[src/rtl/axi2mem_tcdm_arb_if.sv]
// rtl/axi2mem_tcdm_arb_if.sv - Requester, TCDM and completion signals of the two-channel TCDM arbiter.
// slave modport is the arbiter's view; master modport is the surrounding AXI2MEM/TCDM side.
interface axi2mem_tcdm_arb_if #(
    parameter int ADDR_WIDTH = 32,
    parameter int DATA_WIDTH = 32,
    parameter int ID_WIDTH   = 6
);
    localparam int BE_WIDTH = DATA_WIDTH / 8;

    logic [1:0]                 req_i;
    logic [1:0][ADDR_WIDTH-1:0] add_i;
    logic [1:0]                 wen_i;
    logic [1:0][DATA_WIDTH-1:0] wdata_i;
    logic [1:0][BE_WIDTH-1:0]   be_i;
    logic [1:0]                 last_i;
    logic [1:0][ID_WIDTH-1:0]   id_i;
    logic [1:0]                 gnt_o;

    logic                       tcdm_req_o;
    logic [ADDR_WIDTH-1:0]      tcdm_add_o;
    logic                       tcdm_wen_o;
    logic [DATA_WIDTH-1:0]      tcdm_wdata_o;
    logic [BE_WIDTH-1:0]        tcdm_be_o;
    logic                       tcdm_gnt_i;
    logic                       tcdm_r_valid_i;
    logic [DATA_WIDTH-1:0]      tcdm_r_rdata_i;

    logic [1:0]                 r_valid_o;
    logic [DATA_WIDTH-1:0]      r_rdata_o;
    logic [1:0]                 done_o;
    logic [1:0][ID_WIDTH-1:0]   done_id_o;

    modport slave (
        input  req_i, add_i, wen_i, wdata_i, be_i, last_i, id_i,
        input  tcdm_gnt_i, tcdm_r_valid_i, tcdm_r_rdata_i,
        output gnt_o, tcdm_req_o, tcdm_add_o, tcdm_wen_o, tcdm_wdata_o, tcdm_be_o,
        output r_valid_o, r_rdata_o, done_o, done_id_o
    );

    modport master (
        output req_i, add_i, wen_i, wdata_i, be_i, last_i, id_i,
        output tcdm_gnt_i, tcdm_r_valid_i, tcdm_r_rdata_i,
        input  gnt_o, tcdm_req_o, tcdm_add_o, tcdm_wen_o, tcdm_wdata_o, tcdm_be_o,
        input  r_valid_o, r_rdata_o, done_o, done_id_o
    );
endinterface

[src/rtl/axi2mem_tcdm_arb.sv]
// rtl/axi2mem_tcdm_arb.sv - Round-robin arbiter of AXI2MEM read/write beats onto one TCDM port with response routing.
// Define AXI2MEM_ARB_BURST_LOCK_EN to keep the port with one requester until its last beat.
module axi2mem_tcdm_arb #(
    parameter int ADDR_WIDTH = 32,
    parameter int DATA_WIDTH = 32,
    parameter int ID_WIDTH   = 6
) (
    input  logic                    clk_i,
    input  logic                    rst_ni,
    axi2mem_tcdm_arb_if.slave       bus
);
    localparam int BE_WIDTH = DATA_WIDTH / 8;

    logic                       rr_q, rr_d;
    logic                       sel;
    logic                       grant;

    logic                       resp_pend_q, resp_pend_d;
    logic                       resp_sel_q, resp_sel_d;
    logic                       resp_last_q, resp_last_d;
    logic [ID_WIDTH-1:0]        resp_id_q, resp_id_d;
    logic [1:0][ID_WIDTH-1:0]   done_id_q, done_id_d;
    logic [1:0]                 r_valid;
    logic [1:0]                 done;

    logic [ADDR_WIDTH-1:0]      add_sel;
    logic [DATA_WIDTH-1:0]      wdata_sel;
    logic [BE_WIDTH-1:0]        be_sel;

`ifdef AXI2MEM_ARB_BURST_LOCK_EN
    typedef enum logic {IDLE, LOCKED} state_e;

    state_e state_q, state_d;
    logic   owner_q, owner_d;

    always_ff @(posedge clk_i or negedge rst_ni) begin
        if (!rst_ni) begin
            state_q <= IDLE;
            owner_q <= 1'b0;
        end else begin
            state_q <= state_d;
            owner_q <= owner_d;
        end
    end

    // While locked the other requester is masked even if the owner pauses mid-burst.
    always_comb begin
        state_d = state_q;
        owner_d = owner_q;
        rr_d    = rr_q;
        sel     = rr_q;
        if (state_q == LOCKED) begin
            sel = owner_q;
        end else if (!bus.req_i[rr_q] && bus.req_i[~rr_q]) begin
            sel = ~rr_q;
        end
        grant = bus.tcdm_gnt_i & bus.req_i[sel];
        if (grant) begin
            if (state_q == IDLE) begin
                rr_d = ~sel;
                if (!bus.last_i[sel]) begin
                    state_d = LOCKED;
                    owner_d = sel;
                end
            end else if (bus.last_i[sel]) begin
                state_d = IDLE;
                rr_d    = ~sel;
            end
        end
    end
`else
    always_comb begin
        sel = rr_q;
        if (!bus.req_i[rr_q] && bus.req_i[~rr_q]) begin
            sel = ~rr_q;
        end
        grant = bus.tcdm_gnt_i & bus.req_i[sel];
        rr_d  = grant ? ~sel : rr_q;
    end
`endif

    assign add_sel          = bus.add_i[sel];
    assign wdata_sel        = bus.wdata_i[sel];
    assign be_sel           = bus.be_i[sel];
    assign bus.tcdm_req_o   = bus.req_i[sel];
    assign bus.tcdm_add_o   = add_sel;
    assign bus.tcdm_wen_o   = bus.wen_i[sel];
    assign bus.tcdm_wdata_o = wdata_sel;
    assign bus.tcdm_be_o    = be_sel;

    always_comb begin
        bus.gnt_o      = 2'b00;
        bus.gnt_o[sel] = grant;
    end

    // A new grant overwrites the tracker in the same cycle the previous response is routed.
    always_comb begin
        resp_pend_d = 1'b0;
        resp_sel_d  = resp_sel_q;
        resp_last_d = resp_last_q;
        resp_id_d   = resp_id_q;
        if (grant) begin
            resp_pend_d = 1'b1;
            resp_sel_d  = sel;
            resp_last_d = bus.last_i[sel];
            resp_id_d   = bus.id_i[sel];
        end
    end

    always_comb begin
        r_valid             = 2'b00;
        done                = 2'b00;
        done_id_d           = done_id_q;
        r_valid[resp_sel_q] = bus.tcdm_r_valid_i & resp_pend_q;
        done[resp_sel_q]    = bus.tcdm_r_valid_i & resp_pend_q & resp_last_q;
        if (done[resp_sel_q]) begin
            done_id_d[resp_sel_q] = resp_id_q;
        end
    end

    assign bus.r_valid_o = r_valid;
    assign bus.r_rdata_o = bus.tcdm_r_rdata_i;
    assign bus.done_o    = done;
    assign bus.done_id_o = done_id_d;

    always_ff @(posedge clk_i or negedge rst_ni) begin
        if (!rst_ni) begin
            rr_q        <= 1'b0;
            resp_pend_q <= 1'b0;
            resp_sel_q  <= 1'b0;
            resp_last_q <= 1'b0;
            resp_id_q   <= '0;
            done_id_q   <= '0;
        end else begin
            rr_q        <= rr_d;
            resp_pend_q <= resp_pend_d;
            resp_sel_q  <= resp_sel_d;
            resp_last_q <= resp_last_d;
            resp_id_q   <= resp_id_d;
            done_id_q   <= done_id_d;
        end
    end
endmodule

[src/flat_wrapper.sv]
// flat-port wrapper written by rule: the top's interface ports become plain ports
module axi2mem_tcdm_arb_flat 
#(
    parameter int ADDR_WIDTH = 32,
    parameter int DATA_WIDTH = 32,
    parameter int ID_WIDTH   = 6
)
  (clk_i, rst_ni, bus_req_i, bus_add_i, bus_wen_i, bus_wdata_i, bus_be_i, bus_last_i, bus_id_i, bus_tcdm_gnt_i, bus_tcdm_r_valid_i, bus_tcdm_r_rdata_i, bus_gnt_o, bus_tcdm_req_o, bus_tcdm_add_o, bus_tcdm_wen_o, bus_tcdm_wdata_o, bus_tcdm_be_o, bus_r_valid_o, bus_r_rdata_o, bus_done_o, bus_done_id_o);
  axi2mem_tcdm_arb_if #(.ADDR_WIDTH(ADDR_WIDTH), .DATA_WIDTH(DATA_WIDTH), .ID_WIDTH(ID_WIDTH)) bus_i ();
  input  logic clk_i;
  input  logic rst_ni;
  input wire logic [$bits(bus_i.req_i)-1:0] bus_req_i;
  input wire logic [$bits(bus_i.add_i)-1:0] bus_add_i;
  input wire logic [$bits(bus_i.wen_i)-1:0] bus_wen_i;
  input wire logic [$bits(bus_i.wdata_i)-1:0] bus_wdata_i;
  input wire logic [$bits(bus_i.be_i)-1:0] bus_be_i;
  input wire logic [$bits(bus_i.last_i)-1:0] bus_last_i;
  input wire logic [$bits(bus_i.id_i)-1:0] bus_id_i;
  input wire logic [$bits(bus_i.tcdm_gnt_i)-1:0] bus_tcdm_gnt_i;
  input wire logic [$bits(bus_i.tcdm_r_valid_i)-1:0] bus_tcdm_r_valid_i;
  input wire logic [$bits(bus_i.tcdm_r_rdata_i)-1:0] bus_tcdm_r_rdata_i;
  output wire logic [$bits(bus_i.gnt_o)-1:0] bus_gnt_o;
  output wire logic [$bits(bus_i.tcdm_req_o)-1:0] bus_tcdm_req_o;
  output wire logic [$bits(bus_i.tcdm_add_o)-1:0] bus_tcdm_add_o;
  output wire logic [$bits(bus_i.tcdm_wen_o)-1:0] bus_tcdm_wen_o;
  output wire logic [$bits(bus_i.tcdm_wdata_o)-1:0] bus_tcdm_wdata_o;
  output wire logic [$bits(bus_i.tcdm_be_o)-1:0] bus_tcdm_be_o;
  output wire logic [$bits(bus_i.r_valid_o)-1:0] bus_r_valid_o;
  output wire logic [$bits(bus_i.r_rdata_o)-1:0] bus_r_rdata_o;
  output wire logic [$bits(bus_i.done_o)-1:0] bus_done_o;
  output wire logic [$bits(bus_i.done_id_o)-1:0] bus_done_id_o;
  assign bus_i.req_i = bus_req_i;
  assign bus_i.add_i = bus_add_i;
  assign bus_i.wen_i = bus_wen_i;
  assign bus_i.wdata_i = bus_wdata_i;
  assign bus_i.be_i = bus_be_i;
  assign bus_i.last_i = bus_last_i;
  assign bus_i.id_i = bus_id_i;
  assign bus_i.tcdm_gnt_i = bus_tcdm_gnt_i;
  assign bus_i.tcdm_r_valid_i = bus_tcdm_r_valid_i;
  assign bus_i.tcdm_r_rdata_i = bus_tcdm_r_rdata_i;
  assign bus_gnt_o = bus_i.gnt_o;
  assign bus_tcdm_req_o = bus_i.tcdm_req_o;
  assign bus_tcdm_add_o = bus_i.tcdm_add_o;
  assign bus_tcdm_wen_o = bus_i.tcdm_wen_o;
  assign bus_tcdm_wdata_o = bus_i.tcdm_wdata_o;
  assign bus_tcdm_be_o = bus_i.tcdm_be_o;
  assign bus_r_valid_o = bus_i.r_valid_o;
  assign bus_r_rdata_o = bus_i.r_rdata_o;
  assign bus_done_o = bus_i.done_o;
  assign bus_done_id_o = bus_i.done_id_o;
  axi2mem_tcdm_arb #(.ADDR_WIDTH(ADDR_WIDTH), .DATA_WIDTH(DATA_WIDTH), .ID_WIDTH(ID_WIDTH)) u_core (.clk_i(clk_i), .rst_ni(rst_ni), .bus(bus_i));
endmodule
[config.mk]
export PLATFORM = sky130hd
export DESIGN_NAME = axi2mem_tcdm_arb_flat
export DESIGN_NICKNAME = d
export VERILOG_FILES = /design/src/rtl/axi2mem_tcdm_arb_if.sv /design/src/rtl/axi2mem_tcdm_arb.sv /design/src/flat_wrapper.sv
export SDC_FILE = /design/constraint.sdc
export NUM_CORES = 1
export LEC_CHECK = 0
export CORE_AREA = 2 2 121 123
export DETAILED_ROUTE_END_ITERATION = 16
export DIE_AREA = 0 0 123 125
export GPL_ROUTABILITY_DRIVEN = 0
export SETUP_SLACK_MARGIN = 0.1
export SLEW_MARGIN = 10
export SYNTH_ARGS = -nofsm -noshare
export SYNTH_HDL_FRONTEND = slang
export SYNTH_SLANG_ARGS = --single-unit
[constraint.sdc]
create_clock -name clk_i -period 1.55 [get_ports clk_i]
set_input_delay 0.31 -clock clk_i [delete_from_list [all_inputs] [get_ports clk_i]]
set_output_delay 0.31 -clock clk_i [all_outputs]
set_load 0.02 [all_outputs]
**Word-level counts from Yosys, hierarchy flattened**

Cells that the tools add are included.

- Bits of input ports: 190
- Logic and storage cells: 55
- Register bits: 22
- Output and inout port bits: 120

- Bitwise operators: 8
- Reduce and logical (&&, ||, !) cells: 4
- Multiplexer cells: 30
- Magnitude comparators: 6

Operators with widths:

| cell | number |
|---|---|
| 32-bit two-way mux | 4 |
| 6-bit two-way mux | 3 |
| 1-bit two-way mux | 16 |
| 12-bit bitwise mux | 1 |
| 12-bit two-way mux | 1 |
| 1-bit by 2-bit less-than comparator with 1-bit output (second input constant) | 4 |
| 4-bit two-way mux | 2 |
| 2-bit bitwise AND | 3 |
| 6-bit demux with 1-bit select | 1 |
| 1-bit bitwise AND | 3 |
| 1-bit logical AND | 3 |
| 1-bit demux with 1-bit select | 2 |
| 1-bit greater-or-equal comparator (second input constant) | 2 |
| 1-bit NOT | 2 |
| 1-bit zero test | 1 |

**Longest topological paths before layout**

- Word-level depth: 10
- Mapped depth: 5
- Mapped depth without buffers: 3

**Worst setup path before layout**

Ideal clock, no wire load.

- Path kind: register -> output
- From: reg u_core.rr_q
- To: out bus_tcdm_add_o[15]
- Arrival time: 1.390 ns
- Path buffers: 2
- Setup slack: -0.150 ns
- Data required time: 1.240 ns
- Cell stages (with the launch flop): 5
- Cells stage by stage: dfrtp_1 -> maj3_2 -> buf_6 -> buf_6 -> mux2_1

- Word-level cells in the longest chain between the ends: 7
- Elaborated cells on any way between the ends: 10
- Those cells by class: mux: 7; bitwise: 1; reduce/logical: 2

RTL lines:

| element | line | text |
|---|---|---|
| from (decl) | axi2mem_tcdm_arb.sv:14 | `logic rr_q, rr_d;` |
| from (signal assigned) | axi2mem_tcdm_arb.sv:135 | `rr_q <= rr_d;` |
| 1-bit two-way mux (not written as such) (2 in a row) | axi2mem_tcdm_arb.sv:74 | `if (!bus.req_i[rr_q] && bus.req_i[~rr_q]) begin` |
| 1-bit zero test | axi2mem_tcdm_arb.sv:74 |  |
| 1-bit logical AND | axi2mem_tcdm_arb.sv:74 |  |
| 1-bit two-way mux (*) | axi2mem_tcdm_arb.sv:74 |  |
| 32-bit two-way mux (not written as such) (*) (2 in a row) | axi2mem_tcdm_arb.sv:82 | `assign add_sel = bus.add_i[sel];` |
| to (decl) | flat_wrapper.sv:24 | `output wire logic [$bits(bus_i.tcdm_add_o)-1:0] bus_tcdm_add_o;` |

Every way passes the cells marked *; elsewhere a longest branch is shown, timed or not. The select of a mux whose other input is x is not followed.

**Final worst setup path**

- From: reg u_core.rr_q
- To: out bus_tcdm_add_o[11]

The elaborated chain is that of the path after synthesis.

==> flow_summary.toml <==
[run_status]
status = "finished with violations"
violations = "negative setup slack"

[die]
num_rows = 44
die_height_um = 125
core_sq_um = 14200
ioPinCount = 310
die_w_um = 123
dieArea_sq_um = 15400
start_util_pct = 14.4

[global_routing]
grt_pass1_vias = 2669
grt_pass1_wl_um = 15000
grt_overflow = 0
grt_max_degree = 23
antenna_found_initial = 0
grt_usage_pct = 12.8

[hold_path]
hold_path_class = "primary input to asynchronous set/reset pin"

[setup_path]
crit_cells = 5
slowest_delay_ns = 0.44
critPathBufInv = 3
cp_max_fo = 7
critPathRequiredTime_ns = 1.24
end_kind = "output port"
cp_cell_sequence = "maj3_4, buf_12, buf_16, mux2_4, buf_6"
r2r_cells = 11
worstSetupPathType = "flop to output port"
slowest_stage = "dfrtp_2"
startpoint_type = "flop"
cp_top_family = "flip-flops"
crit_arrival_ns = 1.82

[yosys]
synth_area_leaders = "mux2_2, dfrtp_1, buf_4, mux2_4, a32o_1"
async_flop_share_pct = 100
synth_ff_type = "dfrtp_1"
netlist_instances = 175
ys_ff_latch = 22
synth_common_cells = "mux2_2, buf_4, dfrtp_1"
yosysSeqAreaShare_pct = 27.0
synth_edf_count = 0
synth_most_common_cell = "mux2_2"
synth_top_area_cell = "mux2_2"
syn_area_sq_um = 2040
yosysWarnings = 0
syn_nets = 365
synth.distinct_cells = 20
synth.avg_cell_area_sq_um = 11.7
synth_top_cell_area_share_pct = 39.2

[cts]
cts_made_buffers = 3
cts_sinks = 22
clk_path_buf_depth = 2
cts_hold_buf = 0
cts_tree = "done"
htree_num_levels = 1
clock-root-buffer = "clkbuf_16"
clk_pin_slew_ns = 0.06
clkLatencyLatePin_ns = 0.25

[sta]
max_freq_ghz = 0.470
timing.final.crit_share_pct = 137
drv_slew = 0
setup_ws_ns = -0.579
hold_viol = 0
slew_headroom_pct = 81.2
finalSetupTns_ns = -41.74
rsz0062_at_grt = "yes"
setup_viol = 93
whs_ns = 0.421
skew_ns = 0.00207
layout_min_cycle_time_ns = 2.13
worst_pin_slew_ns = 0.282

[place]
pre_cts_slack_ns = -1.08
io_buffers = 245
detailed_place_hpwl_um = 8110

[power_and_ir_drop]
total_power_mw = 4.59
ir_drop_mv = 0.499
leakagePower_nw = 2.41
p_per_area_nw_per_um2 = 849

[finish]
fillers = 1370
antennaDiodeCount = 0
drive_gt1_share_pct = 57.5
fin_util_pct = 38.1
finalNetCount = 629
area_growth_pct = 165

[route]
first_pass_iters = 4
dr.first_iter.drc_count = 33
dr_total_vias = 2427
post_drt_wl_per_cell_um = 17.0
drc = 0
detail_route.wirelength_um = 10500
postRouteAntennaNets = 0
via_per_inst = 3.90

[run]
drv_cap = 0
state kept, by name, indices dropped and copies added (netlist names):
register            cells
u_core.rr_q             1
u_core.resp_id_q        6
u_core.done_id_q       12
u_core.resp_pend_q      1
u_core.resp_last_q      1
u_core.resp_sel_q       1
cells in the final DEF (no fill, tap or decap), drive strengths merged:
cell | netlist | final
or2 | 1 | 1
clkdlybuf4s50 | 0 | 153
a21o | 1 | 1
a32o | 7 | 7
dlygate4sd2 | 0 | 3
and3b | 1 | 1
o21ai | 1 | 1
nand2 | 3 | 3
clkbuf | 1 | 3
bufinv | 0 | 1
dfrtp | 22 | 22
and3 | 1 | 1
a31o | 7 | 7
and2 | 3 | 3
inv | 4 | 4
mux2 | 82 | 82
maj3 | 1 | 2
buf | 40 | 143
report_power, final:
part           switching, mW  internal, mW  total [mW]
logic                   1.17          1.85        3.02
clock network          0.202         0.512       0.714
registers             0.0866         0.767       0.853
total                   1.46          3.13        4.59
what timing repair did:
action                                  CTS  global route
setup buffers                            32            10
cloned                                    6             0
endpoints found under the setup margin   96           101
pin swaps                                 4             3
gates resized for setup                 552            49
path summary, 6_finish.rpt:
| kind | slack (ns) | endpoint | from |
|---|---|---|---|
| setup / recovery | -0.58 | bus_tcdm_add_o[11] | u_core.rr_q$_DFFE_PN0P_ |
| min in group clk_i | 0.50 | u_core.done_id_q[7]$_DFF_PN0_ | u_core.done_id_q[7]$_DFF_PN0_ |
| max in group asynchronous | 0.89 | u_core.rr_q$_DFFE_PN0P_ | rst_ni |
| hold reg to reg | 0.50 | u_core.done_id_q[7]$_DFF_PN0_ | u_core.done_id_q[7]$_DFF_PN0_ |
| hold / removal | 0.42 | u_core.done_id_q[0]$_DFF_PN0_ | rst_ni |
| setup reg to reg | -0.24 | u_core.resp_id_q[1]$_DFFE_PN0P_ | u_core.rr_q$_DFFE_PN0P_ |
kinds of logic after synthesis:
group | count (synthesis) | synth area share (%)
flip-flops | 22 | 27.0
multiplexers | 82 | 47.1
AO/OA/AOI/OAI | 16 | 7.24
adder cells (fa/ha/maj) | 1 | 0.552
AND/OR/NAND/NOR | 9 | 2.52
buffers and inverters | 45 | 15.6
layer usage:
layer	up-vias	global-route usage [%]	part of all wire, %
met5	-	0	0
met4	0	1.80	0.89
met3	20	2.92	8.9
met2	126	25.3	54
met1	1144	13.8	36
li1	1137	-	-
area by class of cell:
cell class	count	area [sq um]	area share (%)
well taps	184	230	4.26
inverters	4	17.5	0.324
flip-flops and latches	22	552	10.2
multi-input cells	109	1310	24.3
clock buffers	3	75.1	1.39
repair buffers	299	3190	59.0
clock inverters	1	30.0	0.556
worst reg2reg max path, cell delays in order, from the launching register on:
cell and delay [ns]:
dfrtp_2 0.41, buf_4 0.13, buf_6 0.08, buf_6 0.08, buf_6 0.08, buf_6 0.08, buf_6 0.08, buf_6 0.08
nand2_2 0.05, buf_4 0.16, a32o_1 0.26, a31o_2 0.21
metrics by stage:
| stage | instance area [sq um] | cells |
|---|---|---|
| after detailed placement | 4610 | 580 |
| after global routing | 5410 | 622 |
| after global placement | 4610 | 580 |
| final | 5410 | 622 |
| after floorplan | 2090 | 175 |
| after CTS | 5290 | 620 |
Power figures use the tool's default switching activity.
